**src/rtl/hyperterm_pkg.sv**
```systemverilog
// Shared types and frame-geometry helpers for the hyperterm transmit path.
package hyperterm_pkg;

  typedef enum logic {IDLE, SEND} state_t;

  localparam int DATA_BITS = 8;

  // One start bit, the data bits, then the stop bits.
  function automatic int frame_bits(input int stop_bits);
    return 1 + DATA_BITS + stop_bits;
  endfunction

endpackage

```
**src/rtl/hyperterm_tx_arbiter_if.sv**
```systemverilog
// Requester-side byte-stream bundle: one req/data/last/ack slot per requester.
interface hyperterm_tx_arbiter_if
  import hyperterm_pkg::*;
#(
  parameter int NREQ = 4
);
  logic [NREQ-1:0]                req;
  logic [NREQ-1:0][DATA_BITS-1:0] data;
  logic [NREQ-1:0]                last;
  logic [NREQ-1:0]                ack;

  modport master (output req, data, last, input ack);
  modport slave  (input req, data, last, output ack);
endinterface

```
**src/rtl/hyperterm_tx_serializer.sv**
```systemverilog
// UART frame shifter: start bit, 8 data bits LSB first, STOP_BITS stop bits.
module hyperterm_tx_serializer
  import hyperterm_pkg::*;
#(
  parameter int BIT_CYCLES = 20000,
  parameter int STOP_BITS  = 2
) (
  input  logic                 clk_48,
  input  logic                 rst,
  input  logic                 load,
  input  logic [DATA_BITS-1:0] byte_in,
  output logic                 tx,
  output logic                 done
);
  localparam int             FB        = frame_bits(STOP_BITS);
  localparam int             BW        = $clog2(BIT_CYCLES);
  localparam logic [BW-1:0]  BAUD_LAST = BW'(BIT_CYCLES - 1);
  localparam logic [3:0]     BIT_LAST  = 4'(FB - 1);

  logic [BW-1:0] baud_cnt;
  logic [3:0]    bit_cnt;
  logic [FB-1:0] shreg;
  logic          active;
  logic          bit_end;

  // shreg[0] is the line; an idle register is all ones so tx rests high.
  assign tx      = shreg[0];
  assign bit_end = active && (baud_cnt == BAUD_LAST);
  assign done    = bit_end && (bit_cnt == BIT_LAST);

  always_ff @(posedge clk_48) begin
    if (rst) begin
      active   <= 1'b0;
      baud_cnt <= '0;
      bit_cnt  <= '0;
      shreg    <= '1;
    end else if (load) begin
      active   <= 1'b1;
      baud_cnt <= '0;
      bit_cnt  <= '0;
      shreg    <= {{STOP_BITS{1'b1}}, byte_in, 1'b0};
    end else if (active) begin
      if (bit_end) begin
        baud_cnt <= '0;
        bit_cnt  <= done ? 4'd0 : bit_cnt + 4'd1;
        shreg    <= {1'b1, shreg[FB-1:1]};
        if (done) active <= 1'b0;
      end else begin
        baud_cnt <= baud_cnt + BW'(1);
      end
    end
  end

endmodule

```
**src/rtl/hyperterm_tx_arbiter.sv**
```systemverilog
// Round-robin arbiter with per-requester message lock feeding one UART transmitter.
module hyperterm_tx_arbiter
  import hyperterm_pkg::*;
#(
  parameter int  NREQ       = 4,
  parameter int  BIT_CYCLES = 20000,
  parameter int  STOP_BITS  = 2,
  localparam int IW         = $clog2(NREQ)
) (
  input  logic                   clk_48,
  input  logic                   rst,
  hyperterm_tx_arbiter_if.slave  rq,
  input  logic                   tx_en,
  output logic                   tx,
  output logic                   busy,
  output logic [IW-1:0]          grant_id,
  output logic                   locked
);
  state_t          state, next_state;
  logic [IW-1:0]   rr_ptr;
  logic [IW-1:0]   winner;
  logic            found;
  logic            start;
  logic            done;
  logic [NREQ-1:0] eligible;
  logic [NREQ-1:0] ack_q;

  assign rq.ack = ack_q;

  // A locked message narrows eligibility to its owner; the rr scan then
  // trivially lands on grant_id.
  always_comb begin
    eligible = locked ? (rq.req & (NREQ'(1) << grant_id)) : rq.req;
    found    = 1'b0;
    winner   = rr_ptr;
    for (int i = 0; i < NREQ; i++) begin
      if (!found && eligible[(int'(rr_ptr) + i) % NREQ]) begin
        found  = 1'b1;
        winner = IW'((int'(rr_ptr) + i) % NREQ);
      end
    end
  end

  assign start = (state == IDLE) && tx_en && found;

  always_ff @(posedge clk_48) begin
    if (rst) state <= IDLE;
    else     state <= next_state;
  end

  always_comb begin
    next_state = state;
    case (state)
      IDLE:    if (start) next_state = SEND;
      SEND:    if (done)  next_state = IDLE;
      default: next_state = IDLE;
    endcase
  end

  always_comb begin
    busy = (state == SEND);
  end

  always_ff @(posedge clk_48) begin
    if (rst) begin
      ack_q    <= '0;
      grant_id <= '0;
      rr_ptr   <= '0;
      locked   <= 1'b0;
    end else begin
      ack_q <= '0;
      if (start) begin
        ack_q[winner] <= 1'b1;
        grant_id      <= winner;
        rr_ptr        <= IW'((int'(winner) + 1) % NREQ);
        locked        <= ~rq.last[winner];
      end
    end
  end

  hyperterm_tx_serializer #(
    .BIT_CYCLES (BIT_CYCLES),
    .STOP_BITS  (STOP_BITS)
  ) u_ser (
    .clk_48  (clk_48),
    .rst     (rst),
    .load    (start),
    .byte_in (rq.data[winner]),
    .tx      (tx),
    .done    (done)
  );

endmodule

```
**src/flat_wrapper.sv**
```systemverilog
// flat-port wrapper written by rule: the top's interface ports become plain ports
module hyperterm_tx_arbiter_flat import hyperterm_pkg::*;
#(
  parameter int  NREQ       = 4,
  parameter int  BIT_CYCLES = 20000,
  parameter int  STOP_BITS  = 2,
  localparam int IW         = $clog2(NREQ)
)
  (clk_48, rst, tx_en, tx, busy, grant_id, locked, rq_req, rq_data, rq_last, rq_ack);
  hyperterm_tx_arbiter_if #(.NREQ(NREQ)) rq_i ();
  input  logic clk_48;
  input  logic rst;
  input  logic tx_en;
  output logic tx;
  output logic busy;
  output logic [IW-1:0] grant_id;
  output logic locked;
  input wire logic [$bits(rq_i.req)-1:0] rq_req;
  input wire logic [$bits(rq_i.data)-1:0] rq_data;
  input wire logic [$bits(rq_i.last)-1:0] rq_last;
  output wire logic [$bits(rq_i.ack)-1:0] rq_ack;
  assign rq_i.req = rq_req;
  assign rq_i.data = rq_data;
  assign rq_i.last = rq_last;
  assign rq_ack = rq_i.ack;
  hyperterm_tx_arbiter #(.NREQ(NREQ), .BIT_CYCLES(BIT_CYCLES), .STOP_BITS(STOP_BITS)) u_core (.clk_48(clk_48), .rst(rst), .rq(rq_i), .tx_en(tx_en), .tx(tx), .busy(busy), .grant_id(grant_id), .locked(locked));
endmodule
```
**config.mk**
```make
export PLATFORM = sky130hd
export DESIGN_NAME = hyperterm_tx_arbiter_flat
export DESIGN_NICKNAME = d
export VERILOG_FILES = /design/src/rtl/hyperterm_pkg.sv /design/src/rtl/hyperterm_tx_arbiter_if.sv /design/src/rtl/hyperterm_tx_serializer.sv /design/src/rtl/hyperterm_tx_arbiter.sv /design/src/flat_wrapper.sv
export SDC_FILE = /design/constraint.sdc
export NUM_CORES = 1
export LEC_CHECK = 0
export CORE_MARGIN = 2
export CORE_UTILIZATION = 35
export DETAILED_ROUTE_END_ITERATION = 10
export SYNTH_ARGS = -nofsm -noshare
export SYNTH_HDL_FRONTEND = slang
export SYNTH_SLANG_ARGS = --single-unit
```
**constraint.sdc**
```tcl
create_clock -name clk_48 -period 6.8 [get_ports clk_48]
set_clock_uncertainty 0.15 [all_clocks]
set_input_delay 1.7 -clock clk_48 [delete_from_list [all_inputs] [get_ports clk_48]]
set_output_delay 1.7 -clock clk_48 [all_outputs]
set_load 0.01 [all_outputs]
```
# Word level (Yosys, flattened, before mapping)
# Cells that the tools add are included.
# op_classes
order_cmp,6
add_sub_neg,6
div_mod_pow,0
mux,36
bitwise_logic,7
reduce_logical,20
n_eq_ne,2
n_mul,0
shift,1
# op_table
op,count
$mux W9,3
$mux W1,18
$bmux W8 S2,1
$add A15 B1 Y15 const B,1
$eq A15 B15 Y1 const B,1
$mux W15,1
$lt A3 B4 Y1 const B,3
$bmux W1 S2,5
$reduce_or A2 Y1,5
$logic_and A1 B1 Y1,8
$mux W4,2
$mux W8,1
$lt A2 B3 Y1 const B,2
$mux W2,3
$add A2 B1 Y2 const B,2
$add A2 B2 Y2 const B,2
$add A4 B1 Y4 const B,1
$and A4 B4 Y4,1
$eq A4 B4 Y1 const B,1
$reduce_and A2 Y1,2
$reduce_bool A2 Y1,2
$shl A1 B2 Y4 const A,1
$and A1 B1 Y1 const A,3
$logic_not A1 Y1,3
other kinds (4),6
# word_totals
romBits,0
elab_cells,87
latch_bits,0
ram_bits,0
regBits,39
memories,0
input_bits,43

# Longest topological paths before layout
# Gate-level depths: netlist (run 1).
# depth
ltp_word,19
ltp_mapped,11
mapped_depth_nobuf,9

# By module
# A second synthesis (run 1) with hierarchy kept.
# hier_totals
hier_cells,273
hier_area_um2,2364.8
# modules_own_cells
mod,cells_each,n_inst,area_per_inst_um2
hyperterm_tx_serializer,168,1,1396.3
hyperterm_tx_arbiter,105,1,968.4

# Least setup slack after synthesis (run 1)
# No wires, ideal clock.
# synth_path
kind,input -> register
startpoint,input port rq_req[1]
endpoint,register u_core.rr_ptr[1]
setup_ns,0.130
arrival_time_ns,3.333
setup_slack_ns,3.187
cell_stages,11
cell_sequence,buf_2 -> mux2_2 -> a211oi_2 -> nor3_1 -> o21bai_1 -> o221a_2 -> buf_6 -> inv_1 -> ha_1 -> nand2_1 -> a21oi_1
# synth_between
elab_chain_len,15
# synth_rtl
element,line,text
"start, declared",flat_wrapper.sv:18,input wire logic [$bits(rq_i.req)-1:0] rq_req;
$and A4 B4 Y4,hyperterm_tx_arbiter.sv:33,eligible = locked ? (rq.req & (NREQ'(1) << grant_id)) : rq.req;
$mux W4 *,hyperterm_tx_arbiter.sv:33,
$bmux W1 S2,hyperterm_tx_arbiter.sv:37,if (!found && eligible[(int'(rr_ptr) + i) % NREQ]) begin
$mux W1 (implied by the code),hyperterm_tx_arbiter.sv:37,
$mux W1,hyperterm_tx_arbiter.sv:37,
$logic_not A1 Y1,hyperterm_tx_arbiter.sv:37,
$logic_and A1 B1 Y1,hyperterm_tx_arbiter.sv:37,
$mux W1,hyperterm_tx_arbiter.sv:37,
$logic_not A1 Y1,hyperterm_tx_arbiter.sv:37,
$logic_and A1 B1 Y1,hyperterm_tx_arbiter.sv:37,
$mux W1,hyperterm_tx_arbiter.sv:37,
$logic_not A1 Y1,hyperterm_tx_arbiter.sv:37,
$logic_and A1 B1 Y1,hyperterm_tx_arbiter.sv:37,
$mux W2 *,hyperterm_tx_arbiter.sv:37,
via u_core.winner[0],hyperterm_tx_arbiter.sv:21,logic [IW-1:0] winner;
$add A2 B1 Y2 *,hyperterm_tx_arbiter.sv:75,rr_ptr <= IW'((int'(winner) + 1) % NREQ);
"end signal, assigned",hyperterm_tx_arbiter.sv:75,
"end, declared",hyperterm_tx_arbiter.sv:20,logic [IW-1:0] rr_ptr;
# Mark *: on every way through the listed nets, which the timed path passes. The rest lies on a longest branch. The select of a mux whose other input is x is not followed.
# A chain may end at the register's enable or synchronous reset.

# Worst setup path in the final report (run 1)
# layout_path
startpoint,input port rq_req[0]
endpoint,register u_core.rr_ptr[1]
# The elaborated chain is that of the path after synthesis.

==> results of run 1 <==
## cell usage after synthesis, types with 2 or more instances
library cell / n / share of area [%]
sky130_fd_sc_hd__o21ai_0: 7 / 1.5
sky130_fd_sc_hd__buf_2: 3 / 0.64
sky130_fd_sc_hd__buf_4: 4 / 1.3
sky130_fd_sc_hd__nand2_1: 32 / 5.1
sky130_fd_sc_hd__a31oi_1: 2 / 0.53
sky130_fd_sc_hd__a32oi_1: 7 / 2.6
sky130_fd_sc_hd__xor2_1: 11 / 4.1
sky130_fd_sc_hd__mux2i_1: 23 / 9.8
sky130_fd_sc_hd__nand4_1: 6 / 1.6
sky130_fd_sc_hd__nor2b_1: 3 / 0.80
sky130_fd_sc_hd__nand2b_1: 2 / 0.53
sky130_fd_sc_hd__a211oi_1: 3 / 0.96
sky130_fd_sc_hd__and4bb_2: 2 / 1.1
sky130_fd_sc_hd__nor3_1: 7 / 1.5
sky130_fd_sc_hd__mux2_2: 5 / 2.4
sky130_fd_sc_hd__clkbuf_1: 5 / 0.80
sky130_fd_sc_hd__and3_1: 7 / 1.9
sky130_fd_sc_hd__mux2_4: 5 / 3.2
sky130_fd_sc_hd__a21oi_1: 14 / 3.0
sky130_fd_sc_hd__xnor2_1: 2 / 0.75
sky130_fd_sc_hd__inv_1: 8 / 1.3
sky130_fd_sc_hd__nor2_1: 29 / 4.6
sky130_fd_sc_hd__dfxtp_1: 39 / 33
sky130_fd_sc_hd__buf_1: 2 / 0.32
sky130_fd_sc_hd__ha_1: 7 / 3.7
sky130_fd_sc_hd__buf_6: 2 / 0.96
sky130_fd_sc_hd__nand3_1: 9 / 1.9
## power breakdown
group	switching [uW]	total, uW	internal, uW
sequential	22.9	269	246
combinational	99.1	211	112
clock	76.5	169	92.6
## worst register-to-register path: stages, from the launching register on
cell and delay [ps]:
sky130_fd_sc_hd__dfxtp_1 440, sky130_fd_sc_hd__and3_1 270, sky130_fd_sc_hd__and3_1 210, sky130_fd_sc_hd__nand4_1 780
sky130_fd_sc_hd__nand2_1 800, sky130_fd_sc_hd__nor2_1 90, sky130_fd_sc_hd__a31oi_1 170
## final cells by class
| cell class | instances | area, um2 | share of cell area (%) |
|---|---|---|---|
| multi-input cells | 206 | 1414 | 48.15 |
| clock buffers | 8 | 100.1 | 3.409 |
| well taps | 77 | 96.34 | 3.281 |
| repair buffers | 51 | 510.5 | 17.38 |
| inverters | 9 | 35.03 | 1.193 |
| flip-flops and latches | 39 | 780.7 | 26.59 |
## worst paths after layout
path / start / endpoint / slack (ps) / cells past startpoint
max: rq_req[0] / u_core.rr_ptr[1] / 2660 / 9
min: u_core.u_ser.baud_cnt[14] / u_core.u_ser.baud_cnt[14] / 370 / 2
max reg2reg: u_core.u_ser.active / u_core.u_ser.shreg[8] / 3810 / 6
min reg2reg: u_core.u_ser.baud_cnt[14] / u_core.u_ser.baud_cnt[14] / 370 / 2
## routing by layer
metal  vias up  routed length [um]  global-route usage, %
met5         -                   0                      0
li1       1042                   -                      -
met1       908                2393                  17.42
met2        49                2427                  24.64
met4         0                   0                  3.463
met3         0                 207                  3.369
## flip-flops by register name, indices dropped and copies added (netlist names)
name / cells
u_core.rq.ack: 4
u_core.u_ser.active: 1
u_core.busy: 1
u_core.grant_id: 2
u_core.rr_ptr: 2
u_core.u_ser.bit_cnt: 4
u_core.u_ser.shreg: 9
u_core.locked: 1
u_core.u_ser.baud_cnt: 15
## logic make-up after synthesis
logic type | synth area share [%]
buffers and inverters | 6.353
muxes | 15.43
adders and majority gates | 3.737
DFF | 33.32
AOI/OAI and AO/OA | 13.78
and+or+nand+nor | 22.53
xor gates and xnor gates | 4.859
## metrics by stage
stage,total power (uW),worst slack [ps]
2_1_floorplan,439.4,3187
3_3_place_gp,486.4,2398
3_5_place_dp,486.9,2397
4_1_cts,658.6,2689
5_1_grt,690.6,2539
6_report,649.4,2661
==> flow_summary.rst, run 1 <==
.. list-table::
   :header-rows: 1

   * - Metric
     - Value
   * - Cell with the largest stage delay on the worst path
     - sky130_fd_sc_hd__clkdlybuf4s50_1
   * - Share of the yosys chip area belonging to registers
     - 33.32%
   * - Height of the die
     - 85.83 um
   * - Post-DP Area
     - 2836 um2
   * - Arrival time at the worst endpoint
     - 4200 ps
   * - GR Util All Layers
     - 14.09%
   * - Clock slew at the register clock pins of the worst setup and hold paths
     - 70 ps
   * - Number of max-slew violations in the final report
     - 0
   * - DR iter-0 viols
     - 80
   * - Non-filler cells, final
     - 390
   * - Number of buffers and inverters on the critical path
     - 2
   * - Post CTS Setup Buffer Count
     - 0
   * - Share of final-layout standard cells stronger than drive strength 1
     - 7.987%
   * - TritonCTS clock tree
     - done
   * - Critical Path Start Type
     - input pin
   * - Area added between synthesis and finish
     - 25.31%
   * - Hold WC Path Type
     - reg -> reg
   * - Relative max-transition margin
     - 26.26%
   * - Post-Synthesis Net Count
     - 321
   * - Synthesized area per cell
     - 8.648 um2
   * - Worst Path Required
     - 6870 ps
   * - NumNets Final
     - 362
   * - Detailed-route wire length per cell
     - 12.89 um
   * - Cells after synthesis
     - 271
   * - Post-synth top flop
     - sky130_fd_sc_hd__dfxtp_1
   * - Highest attainable clock frequency
     - 241.6 MHz
   * - Total clock sinks
     - 39
   * - Status
     - completed
   * - Chip Width
     - 85.83 um
   * - Most common cell after layout, fill and taps aside
     - sky130_fd_sc_hd__clkdlybuf4s50_1
   * - Mean number of vias per cell
     - 5.126
   * - Fillers
     - 634
   * - Cell family with the largest share of critical-path delay
     - compound AO/OA/AOI/OAI gates
   * - Routed WL
     - 5028 um
   * - Category of the worst setup path capture point
     - flop
   * - Number of buffers created by CTS
     - 5
   * - Post-route cell area
     - 2937 um2
   * - Count of pins on the block boundary
     - 52
   * - Number of resized instances in the post-cts repair step
     - 0
   * - Final hold viol count
     - 0
   * - Unrepaired setup endpoints after global routing
     - false
   * - Pwr Density
     - 221.1 nW/um2
   * - Transition at the pin with the smallest max-transition slack
     - 1098 ps
   * - Final HPWL DP
     - 3672 um
   * - First-pass detailed-route iteration total
     - 6
   * - Buffer depth of the longest clock path
     - 2
   * - DRC violation count after routing
     - 0
   * - Vias in the first global route
     - 1895
   * - Maxcap violations
     - 0
   * - First-pass GRT wire length
     - 8493 um
   * - Most frequent cells in the layout
     - sky130_fd_sc_hd__clkdlybuf4s50_1, sky130_fd_sc_hd__dfxtp_1, sky130_fd_sc_hd__nand2_1
   * - Full die area
     - 7366 um2
   * - Largest net degree at the start of global routing
     - 22
   * - Post-layout util
     - 45.72%
   * - Reported leakage power
     - 0.001150 uW
   * - CP max FO
     - 14
   * - Share of the cycle needed by the critical path after routing
     - 60.87%
   * - Core area
     - 6422 um2
   * - Largest stage delay on the critical path
     - 630 ps
   * - Antenna fix cells
     - 0
   * - Number of antenna violations at the first check in global routing
     - 0
   * - Number of placed cells counting well taps
     - 382
   * - Post-synth EDFFs
     - 0
   * - TNS Setup
     - 0 ps
   * - Count of different cell masters after synthesis
     - 52
   * - Synth warnings
     - 0
   * - Overflow left after global routing
     - 0
   * - Clk_lat worst skew
     - 280 ps
   * - Crit path time final
     - 4139 ps
   * - Placement Rows
     - 29
   * - Flip-flop and latch count after synthesis
     - 39
   * - Via count of the routed design
     - 1999
   * - Total standard cell area after synthesis
     - 2343 um2
   * - Hold bufs inserted after CTS
     - 0
   * - Count of input and output buffers
     - 51
   * - CP cell instances
     - clkdlybuf4s50_1 -> or4b_1 -> o211ai_2 -> o21bai_1 -> o221a_2 -> inv_1 -> ha_1 -> nand2_1 -> a21oi_1
   * - Starting density of the core
     - 36.49%
   * - Remaining number of nets flagged by the antenna check after routing
     - 0
   * - Gpl congestion
     - 0.8879
   * - Depth of the CTS H-tree
     - 2
   * - Proportion of register bits with asynchronous set or reset after synthesis
     - 0%
   * - Worst hold margin
     - 367.6 ps
   * - Kind of critical path
     - in -> reg
   * - Number of failing setup endpoints in the final timing report
     - 0
   * - Cell chosen for the clock root
     - sky130_fd_sc_hd__clkbuf_8
   * - Peak supply drop
     - 0.08672 mV
Power figures use the tool's default switching activity.
==> run 2, diff against run 1 <==
- clock period: 6.8 -> 4.1 ns (I/O delays scaled with it)
==> run 2 against run 1 <==
Against the previous run: clock power grew 120%; critical path depth is 1 lower; register-to-register slack got worse by 2500 ps; hold slack worse by 17 ps; highest routed layer is now met4.
==> flow_summary.rst, run 2 (same netlist as run 1, synthesis figures left out) <==
.. list-table::
   :header-rows: 1

   * - Metric
     - Value
   * - Comb power frac
     - 30.3% (-2.2 points)
   * - Critical Path Start Type
     - input pin
   * - Count of input and output buffers
     - 51 (unchanged)
   * - Remaining number of nets flagged by the antenna check after routing
     - 0 (unchanged)
   * - Placement Rows
     - 29 (unchanged)
   * - Reg power frac
     - 37.8% (-3.6 points)
   * - First-pass GRT wire length
     - 8542 um (+0.58%)
   * - Fillers
     - 620 (-2.2%)
   * - Clock network fraction of total power
     - 31.9% (+5.9 points)
   * - Core area
     - 6422 um2 (unchanged)
   * - Mean number of vias per cell
     - 5.137 (+0.23%)
   * - Antenna fix cells
     - 0 (unchanged)
   * - Post CTS Setup Buffer Count
     - 0 (unchanged)
   * - Count of pins on the block boundary
     - 52 (unchanged)
   * - Crit path time final
     - 3438 ps
   * - Power dissipated by switching net loads
     - 337.1 uW (+70%)
   * - Cell family with the largest share of critical-path delay
     - buffers and inverters
   * - Relative max-transition margin
     - 63.70% (+37 points)
   * - Full die area
     - 7366 um2 (unchanged)
   * - Status
     - completed
   * - Via count of the routed design
     - 2019 (+1.0%)
   * - Setup Slack @ Placement
     - 355.9 ps (-2041 ps)
   * - Gpl congestion
     - 0.8527 (-4.0%)
   * - Number of resized instances in the post-cts repair step
     - 0 (unchanged)
   * - Crit path setup slack, layout
     - 661.8 ps (-1999 ps)
   * - Number of failing setup endpoints in the final timing report
     - 0 (unchanged)
   * - Pwr Density
     - 394.8 nW/um2 (+79%)
   * - Worst Path Required
     - 4160 ps (-2710 ps)
   * - Category of the worst setup path capture point
     - flop
   * - Footprint of the multi-input gates
     - 1414 um2 (unchanged)
   * - Overflow left after global routing
     - 0 (unchanged)
   * - Worst hold margin
     - 350.8 ps (-16.78 ps)
   * - Vias in the first global route
     - 1885 (-0.53%)
   * - GR Util All Layers
     - 14.19% (+0.10 points)
   * - Total clock sinks
     - 39 (unchanged)
   * - Largest stage delay on the critical path
     - 630 ps (about the same)
   * - Unrepaired setup endpoints after global routing
     - false
   * - Chip Width
     - 85.83 um (unchanged)
   * - Routed WL
     - 5036 um (+0.16%)
   * - Cell chosen for the clock root
     - sky130_fd_sc_hd__clkbuf_8
   * - Reported leakage power
     - 0.001178 uW (+2.4%)
   * - Sw frac
     - 28.54% (-2.0 points)
   * - Biggest registers after layout
     - u_core.u_ser.baud_cnt x15, u_core.u_ser.shreg x9
   * - Share of the cycle needed by the critical path after routing
     - 83.86%
   * - Register with the most flip-flops
     - u_core.u_ser.baud_cnt
   * - Area added between synthesis and finish
     - 27.66%
   * - Final HPWL DP
     - 3700 um (+0.77%)
   * - Most common cell after layout, fill and taps aside
     - sky130_fd_sc_hd__clkdlybuf4s50_1
   * - Cell with the largest stage delay on the worst path
     - sky130_fd_sc_hd__clkdlybuf4s50_1
   * - Hold WC Path Type
     - reg -> reg
   * - Peak supply drop
     - 0.1361 mV (+57%)
   * - TritonCTS clock tree
     - done
   * - Detailed-route wire length per cell
     - 12.81 um (-0.61%)
   * - Number of placed cells counting well taps
     - 385 (+0.79%)
   * - Final hold viol count
     - 0 (unchanged)
   * - Largest register FFs
     - 15 (unchanged)
   * - Starting density of the core
     - 36.49% (unchanged)
   * - DRC violation count after routing
     - 0 (unchanged)
   * - Buffer depth of the longest clock path
     - 2 (unchanged)
   * - Kind of critical path
     - in -> reg
   * - DR iter-0 viols
     - 123 (+54%)
   * - TNS Setup
     - 0 ps (unchanged)
   * - Most frequent cells in the layout
     - sky130_fd_sc_hd__clkdlybuf4s50_1, sky130_fd_sc_hd__dfxtp_1, sky130_fd_sc_hd__nand2_1
   * - Number of max-slew violations in the final report
     - 0 (unchanged)
   * - Clk_lat worst skew
     - 290 ps (about the same)
   * - Share of final-layout standard cells stronger than drive strength 1
     - 8.861% (+0.87 points)
   * - Transition at the pin with the smallest max-transition slack
     - 542.5 ps (-555.2 ps)
   * - Largest net degree at the start of global routing
     - 22 (unchanged)
   * - Highest attainable clock frequency
     - 290.9 MHz
   * - Clock slew at the register clock pins of the worst setup and hold paths
     - 80 ps (about the same)
   * - Register Area
     - 780.7 um2 (unchanged)
   * - P_int
     - 844.0 uW (+87%)
   * - Number of buffers and inverters on the critical path
     - 2 (unchanged)
   * - Number of buffers created by CTS
     - 5 (unchanged)
   * - NumNets Final
     - 365 (+0.83%)
   * - Arrival time at the worst endpoint
     - 3500 ps (-700 ps)
   * - Hold bufs inserted after CTS
     - 0 (unchanged)
   * - Non-filler cells, final
     - 393 (+0.77%)
   * - First-pass detailed-route iteration total
     - 4 (-2)
   * - Depth of the CTS H-tree
     - 2 (unchanged)
   * - Height of the die
     - 85.83 um (unchanged)
   * - Number of antenna violations at the first check in global routing
     - 0 (unchanged)
   * - CP max FO
     - 21 (+7)
   * - CP cell instances
     - clkdlybuf4s50_1 -> or4b_1 -> o2111ai_1 -> mux2_4 -> clkinv_2 -> mux2i_1 -> mux2_2 -> a32oi_1
   * - Maxcap violations
     - 0 (unchanged)
[run 2: cell types whose count changed in the layout (fill, tap and decap cells not counted), sizes merged]
cell | previous run | this run
bufinv | 0 | 2
buf | 0 | 3
clkbuf | 8 | 6
[run 2: metrics by stage]
stage | area, um2 | total power [uW] | utilization, %
after floorplan | 2344 | 728.8 | -
after global placement | 2859 | 814.2 | 44.52
after detailed placement | 2859 | 816.2 | 44.52
after CTS | 2992 | 1195 | 46.58
after global routing | 2992 | 1244 | 46.58
final | 2992 | 1181 | 46.58
[run 2: worst min-delay path, delay by kind of cell (launching register included)]
| family | cells | cell delay (ps) |
|---|---|---|
| DFF | 1 | 320 |
| and+or+nand+nor | 1 | 100 |
| AOI/OAI and AO/OA | 1 | 40 |
[run 2: area by class of cell]
class                   instances  area share [%]
clock buffers                   6           2.426
clock inverters                 2           2.008
inverters                       9           1.171
multi-input cells             206           47.26
flip-flops and latches         39           26.10
well taps                      77           3.220
repair buffers                 54           17.82
[run 2: worst paths after layout]
check	end	cells after the start	slack (ps)	start
setup / recovery	u_core.u_ser.shreg[1]	8	660	rq_req[0]
hold / removal	u_core.u_ser.shreg[8]	2	350	u_core.u_ser.shreg[8]
setup reg to reg	u_core.u_ser.shreg[2]	7	1340	u_core.rr_ptr[0]
hold reg to reg	u_core.u_ser.shreg[8]	2	350	u_core.u_ser.shreg[8]
[run 2: metal layers]
metal  vias up  GRT usage, %  share of wire, %
met5         -             0                 0
met4         0         3.030              0.91
met3         4         3.657               5.8
met2        55         24.43                47
met1       914         17.90                46
li1       1046             -                 -
[run 2: power groups by stage]
stage / clock network (uW) / registers [uW] / logic [uW]
after detailed placement: 0 / 455 / 361
after global placement: 0 / 455 / 359
after CTS: 385 / 446 / 364
after global routing: 398 / 451 / 394
final: 377 / 446 / 358
after floorplan: 0 / 436 / 293
